--- src/rtl/vmicro16_apb_shared_mem_if.sv ---
// APB bus bundle between a cluster master port and the shared-memory completer.
interface vmicro16_apb_shared_mem_if #(
  parameter int BUS_WIDTH  = 16,
  parameter int DATA_WIDTH = 16
);
  logic [BUS_WIDTH-1:0]  paddr;
  logic                  pwrite;
  logic                  psel;
  logic                  penable;
  logic [DATA_WIDTH-1:0] pwdata;
  logic [DATA_WIDTH-1:0] prdata;
  logic                  pready;

  modport master (output paddr, pwrite, psel, penable, pwdata,
                  input  prdata, pready);
  modport slave  (input  paddr, pwrite, psel, penable, pwdata,
                  output prdata, pready);
endinterface

--- src/rtl/vmicro16_apb_shared_mem.sv ---
// APB completer serving a shared word RAM plus test-and-set lock registers,
// with a configurable number of access-phase wait states.
module vmicro16_apb_shared_mem #(
  parameter int              BUS_WIDTH   = 16,
  parameter int              DATA_WIDTH  = 16,
  parameter int              MEM_DEPTH   = 256,
  parameter int              NLOCKS      = 8,
  parameter logic [15:0]     LOCK_BASE   = 16'h0100,
  parameter int              WAIT_STATES = 1
) (
  input  logic                     clk,
  input  logic                     reset,
  vmicro16_apb_shared_mem_if.slave s_apb,
  output logic [NLOCKS-1:0]        locks
);
  localparam int MEM_W  = (MEM_DEPTH > 1) ? $clog2(MEM_DEPTH) : 1;
  localparam int LOCK_W = (NLOCKS > 1) ? $clog2(NLOCKS) : 1;
  localparam int CNT_W  = (WAIT_STATES > 0) ? $clog2(WAIT_STATES + 1) : 1;

  localparam logic [BUS_WIDTH-1:0] MEM_TOP   = BUS_WIDTH'(MEM_DEPTH);
  localparam logic [BUS_WIDTH-1:0] LOCK_LO   = BUS_WIDTH'(LOCK_BASE);
  localparam logic [BUS_WIDTH-1:0] LOCK_HI   = BUS_WIDTH'(LOCK_BASE + NLOCKS);
  localparam logic [CNT_W-1:0]     CNT_START = CNT_W'(WAIT_STATES);

  typedef enum logic {IDLE, ACCESS} state_t;

  state_t                state_q, state_d;
  logic [CNT_W-1:0]      cnt_q, cnt_d;
  logic [DATA_WIDTH-1:0] prdata_q, prdata_d;
  logic [NLOCKS-1:0]     locks_q, locks_d;
  logic [DATA_WIDTH-1:0] mem_q [MEM_DEPTH];

  logic                  is_ram, is_lock, pready, mem_we;
  logic [LOCK_W-1:0]     lock_idx;
  logic [MEM_W-1:0]      mem_idx;
  logic [DATA_WIDTH-1:0] rd_val;

  assign is_ram   = (s_apb.paddr < MEM_TOP);
  assign is_lock  = (s_apb.paddr >= LOCK_LO) && (s_apb.paddr < LOCK_HI);
  assign lock_idx = LOCK_W'(s_apb.paddr - LOCK_LO);
  assign mem_idx  = s_apb.paddr[MEM_W-1:0];
  assign pready   = (state_q == ACCESS) && (cnt_q == '0);

  // Lock reads return the bit as it stood at setup; the set happens at completion.
  always_comb begin
    rd_val = '0;
    if (is_ram)
      rd_val = mem_q[mem_idx];
    else if (is_lock)
      rd_val = {{(DATA_WIDTH-1){1'b0}}, locks_q[lock_idx]};
  end

  always_comb begin
    state_d  = state_q;
    cnt_d    = cnt_q;
    prdata_d = prdata_q;
    locks_d  = locks_q;
    mem_we   = 1'b0;
    case (state_q)
      IDLE: begin
        if (s_apb.psel && !s_apb.penable) begin
          state_d  = ACCESS;
          cnt_d    = CNT_START;
          prdata_d = s_apb.pwrite ? '0 : rd_val;
        end
      end
      ACCESS: begin
        if (!s_apb.psel) begin
          state_d = IDLE;
        end else if (cnt_q != '0) begin
          cnt_d = CNT_W'(cnt_q - 1'b1);
        end else if (s_apb.penable) begin
          state_d = IDLE;
          if (s_apb.pwrite) begin
            if (is_ram)
              mem_we = 1'b1;
            else if (is_lock)
              locks_d[lock_idx] = s_apb.pwdata[0];
          end else if (is_lock) begin
            locks_d[lock_idx] = 1'b1;
          end
        end
      end
      default: state_d = IDLE;
    endcase
  end

  always_ff @(posedge clk) begin
    if (reset) begin
      state_q  <= IDLE;
      cnt_q    <= '0;
      prdata_q <= '0;
      locks_q  <= '0;
    end else begin
      state_q  <= state_d;
      cnt_q    <= cnt_d;
      prdata_q <= prdata_d;
      locks_q  <= locks_d;
    end
  end

  // RAM contents survive reset; only the commit is suppressed.
  always_ff @(posedge clk) begin
    if (mem_we && !reset)
      mem_q[mem_idx] <= s_apb.pwdata;
  end

  assign s_apb.pready = pready;
  assign s_apb.prdata = prdata_q;
  assign locks        = locks_q;
endmodule

--- src/flat_wrapper.sv ---
// flat-port wrapper written by rule: the top's interface ports become plain ports
module vmicro16_apb_shared_mem_flat 
#(
  parameter int              BUS_WIDTH   = 16,
  parameter int              DATA_WIDTH  = 16,
  parameter int              MEM_DEPTH   = 256,
  parameter int              NLOCKS      = 8,
  parameter logic [15:0]     LOCK_BASE   = 16'h0100,
  parameter int              WAIT_STATES = 1
)
  (clk, reset, locks, s_apb_paddr, s_apb_pwrite, s_apb_psel, s_apb_penable, s_apb_pwdata, s_apb_prdata, s_apb_pready);
  vmicro16_apb_shared_mem_if #(.BUS_WIDTH(BUS_WIDTH), .DATA_WIDTH(DATA_WIDTH)) s_apb_i ();
  input  logic clk;
  input  logic reset;
  output logic [NLOCKS-1:0] locks;
  input wire logic [$bits(s_apb_i.paddr)-1:0] s_apb_paddr;
  input wire logic [$bits(s_apb_i.pwrite)-1:0] s_apb_pwrite;
  input wire logic [$bits(s_apb_i.psel)-1:0] s_apb_psel;
  input wire logic [$bits(s_apb_i.penable)-1:0] s_apb_penable;
  input wire logic [$bits(s_apb_i.pwdata)-1:0] s_apb_pwdata;
  output wire logic [$bits(s_apb_i.prdata)-1:0] s_apb_prdata;
  output wire logic [$bits(s_apb_i.pready)-1:0] s_apb_pready;
  assign s_apb_i.paddr = s_apb_paddr;
  assign s_apb_i.pwrite = s_apb_pwrite;
  assign s_apb_i.psel = s_apb_psel;
  assign s_apb_i.penable = s_apb_penable;
  assign s_apb_i.pwdata = s_apb_pwdata;
  assign s_apb_prdata = s_apb_i.prdata;
  assign s_apb_pready = s_apb_i.pready;
  vmicro16_apb_shared_mem #(.BUS_WIDTH(BUS_WIDTH), .DATA_WIDTH(DATA_WIDTH), .MEM_DEPTH(MEM_DEPTH), .NLOCKS(NLOCKS), .LOCK_BASE(LOCK_BASE), .WAIT_STATES(WAIT_STATES)) u_core (.clk(clk), .reset(reset), .s_apb(s_apb_i), .locks(locks));
endmodule
--- config.mk ---
export PLATFORM = sky130hd
export DESIGN_NAME = vmicro16_apb_shared_mem_flat
export DESIGN_NICKNAME = d
export VERILOG_FILES = /design/src/rtl/vmicro16_apb_shared_mem_if.sv /design/src/rtl/vmicro16_apb_shared_mem.sv /design/src/flat_wrapper.sv
export SDC_FILE = /design/constraint.sdc
export NUM_CORES = 2
export LEC_CHECK = 0
export CORE_ASPECT_RATIO = 0.8
export CORE_MARGIN = 10
export CORE_UTILIZATION = 40
export CTS_CLUSTER_SIZE = 16
export DETAILED_ROUTE_END_ITERATION = 8
export PLACE_DENSITY = 0.53
export SYNTH_ARGS = -nofsm -noshare
export SYNTH_HDL_FRONTEND = slang
export SYNTH_SLANG_ARGS = --single-unit
export TNS_END_PERCENT = 1
--- constraint.sdc ---
create_clock -name clk -period 11.7 [get_ports clk]
set_input_delay 2.34 -clock clk [delete_from_list [all_inputs] [get_ports clk]]
set_output_delay 2.34 -clock clk [all_outputs]
set_load 0.01 [all_outputs]
==> metrics.txt <==
outcome finished, final reports clean; fin nets 7418; Clock Latency Late Sink 0.96 ns; Switching Share 0.221; critical path's most frequent cell buf_4; Final Critical Period 6.46 ns; I/O Buffers 61; # rows 206; Cell Pwr Density 172 nW/um^2; Bufs and invs on worst path 3; drt drc 0; H-tree depth 5; Syn Nets 7089; vias in the first global route 77257; total power 31000 uW; CP Max Fanout 47; post-CTS setup buffers 0; VDD IR-drop max 134 uV; Critical Path RT 12.50 ns; Detailed Place HPWL 301000 um; clock tree buffer depth 4; slowest cell delay on critical path 1.18 ns; Reg power frac 0.524; Int Power 24100 uW; Slew Limit Headroom 0.0632; combinational power share 0.053; DR vias 79232; Cell Area, Synth 158000 um^2; setup violators final 0; GRT overflow 0; Total GRT Usage 0.228; hold-fix buffer count after cts 0; Mean Syn Cell Area 22.5 um^2; Final Skew 0.0443 ns; Initial Util 0.402; # resized after CTS 0; routed vias/inst 6.13; Clock Tree Root clkbuf_16; layout overhead on the synthesized area 13.4%; wire per inst 38.1 um; setup TNS 0 ns; first-pass GRT wire length 671000 um; Post-synth ARST share 0; CP startpoint kind input pin; Hold Vio Cnt, Final 0; Psw 6840 uW; Crit. End Element register; WS Path Type input pin to register; die width 724 um; ys flop type edfxtp_1; number of enable flip-flop cells after synthesis 4096; Num CTS Buffers 406; crit path cell chain buf_16 -> buf_4 -> buf_4 -> mux4_2 -> a221o_1 -> a21oi_1 -> o21ai_0 -> a211oi_1 -> a311oi_1; Die H 583 um; Distinct cells, synth 65; Clock transition at path regs 0.07 ns; share of power burned in the clock network 0.423; RSZ-0062 raised after global routing false; Data arrival, critical path 7.25 ns; fin crit share 0.552; I/O pin total 62; clk sink count 4122; CTS tree yes; type of the most critical hold path register to register; initial antenna violation count 38; Seq/Total Area, Yosys 0.780; DIE AREA 422000 um^2; Post-Synthesis Cells 7052; Synth warnings 0; Final Max Slew Viols 0; antenna-violating nets left 0; Total Wirelength 493000 um; number of max-cap violations 0; achievable frequency 155 MHz; DRT iter0 DRCs 11832; Slew @ Worst Pin 1.37 ns; cell family with most CP delay compound AO/OA/AOI/OAI gates; core area 394000 um^2; cell leakage power 0.0551 uW; gpl congestion 0.876; share of cells above drive strength 1 0.278; post-synthesis register bit count 4122; largest net degree at the start of global routing 123; Slowest-stage cell, CP a211oi_1; 1st-pass router iterations 9
[final cells by class]
class / instances / area [um^2]
antenna: 10 / 25.0
clock buffer: 496 / 10600
clock inverter: 248 / 2470
fill: 32626 / 214000
inverter: 5 / 28.8
multi-input combinational: 2523 / 33500
sequential: 4122 / 124000
tap: 5200 / 6510
timing repair buffer: 323 / 2930
[stage by stage]
step | cell area, um^2 | instances | util | setup WS (ns) | hold WS [ns]
after floorplan | 158000 | 7052 | - | 6.30 | 0.453
after global placement | 166000 | 12169 | 0.422 | 4.22 | 0.483
after detailed placement | 167000 | 12173 | 0.423 | 4.45 | 0.479
after CTS | 180000 | 12917 | 0.456 | 5.44 | 0.489
after global routing | 180000 | 12918 | 0.456 | 5.17 | 0.522
final | 180000 | 12927 | 0.456 | 5.24 | 0.489
[path summary, 6_finish.rpt]
check | start | to | slack, ns | cells after the start
worst max register to register | u_core.cnt_q | u_core.mem_q[109][3] | 7.10 | 5
worst min register to register | u_core.cnt_q | u_core.state_q | 0.49 | 2
worst max-delay path | s_apb_paddr[0] | u_core.s_apb.prdata[3] | 5.24 | 9
worst min-delay path | u_core.cnt_q | u_core.state_q | 0.49 | 2
[cells in the mapped netlist, drive strengths merged (6+ instances only)]
master   count  area, um^2
edfxtp    4096      123000
mux4      1059       23900
nor2       314        1180
nand2      267        1000
buf        259        1490
mux2i      224        2240
clkbuf     143         537
a22oi       91         683
nand3       70         350
a21oi       59         295
o21ai       51         255
a32oi       42         368
a22o        31         272
a221oi      27         236
o22ai       27         169
dfxtp       26         521
nor3        26         130
a32o        22         220
nor2b       17         106
a2111oi     15         144
a31oi       14        87.6
nand2b      13        81.3
and2        12        75.1
a211oi      11        82.6
and3        10        62.6
nand4       10        62.6
mux2         9         101
nor4         9        56.3
o2111ai      9        78.8
o211ai       8        60.1
o32ai        7        61.3
nand3b       6        45.0
o221ai       6        52.6
[power by group through the flow]
stage	registers, uW	logic (uW)	clock network (uW)
finish	16200	1640	13100
global route	16200	1680	13900
CTS	16200	1640	13300
detailed placement	16500	1630	0
global placement	16500	1620	0
floorplan	16500	743	0
[worst reg2reg max path, stage by stage, from the launching register on]
cell	delay [ns]
dfxtp_1	0.33
nand4b_1	0.57
nor3_2	0.36
buf_4	0.49
nand3_1	1.09
nor2_2	1.34
[layer usage]
metal  GRT usage  wire (um)  vias up  share of wire
met5           0         12        -       0.000024
met3      0.0479      46600      739          0.095
li1            -          -    30705              -
met2       0.338     219000     4250           0.44
met1       0.339     208000    43536           0.42
met4      0.0740      19000        2          0.039
[layout by cell type (no fill, tap or decap), types with 11 or more instances in the layout]
| cell | count |
|---|---|
| nand3_1 | 63 |
| clkinvlp_4 | 14 |
| a31oi_1 | 14 |
| o22ai_1 | 27 |
| a2111oi_0 | 12 |
| mux2i_1 | 224 |
| bufinv_16 | 44 |
| edfxtp_1 | 4096 |
| nor2_2 | 176 |
| a22o_1 | 31 |
| nand2_1 | 255 |
| a21oi_1 | 59 |
| a22oi_1 | 91 |
| a221oi_1 | 27 |
| a32o_1 | 22 |
| mux4_2 | 1059 |
| o21ai_0 | 48 |
| clkbuf_16 | 411 |
| a211oi_1 | 11 |
| clkdlybuf4s50_1 | 37 |
| clkinv_2 | 77 |
| nand2b_1 | 13 |
| buf_4 | 240 |
| clkinv_1 | 90 |
| nor3_1 | 24 |
| dfxtp_1 | 26 |
| a32oi_1 | 42 |
| buf_8 | 14 |
| nor2_1 | 136 |
| clkbuf_1 | 84 |
| buf_12 | 20 |
[state kept, by name, summed over array words and instances, names as in the netlist]
signal               flops
u_core.mem_q          4096
u_core.state_q           1
u_core.cnt_q             1
u_core.locks             8
u_core.s_apb.prdata     16
[logic make-up (layout without fill, tap and decap cells)]
| kind of cell | count (synthesis) | after routing | share of synthesized area |
|---|---|---|---|
| AO/OA/AOI/OAI | 456 | 456 | 0.0214 |
| buffers and inverters | 407 | 1072 | 0.0129 |
| flip-flops | 4122 | 4122 | 0.780 |
| multiplexers | 1292 | 1292 | 0.165 |
| other | 0 | 10 | 0 |
| AND/OR/NAND/NOR | 775 | 775 | 0.0209 |
No activity file was read; power rests on OpenSTA's default activity.
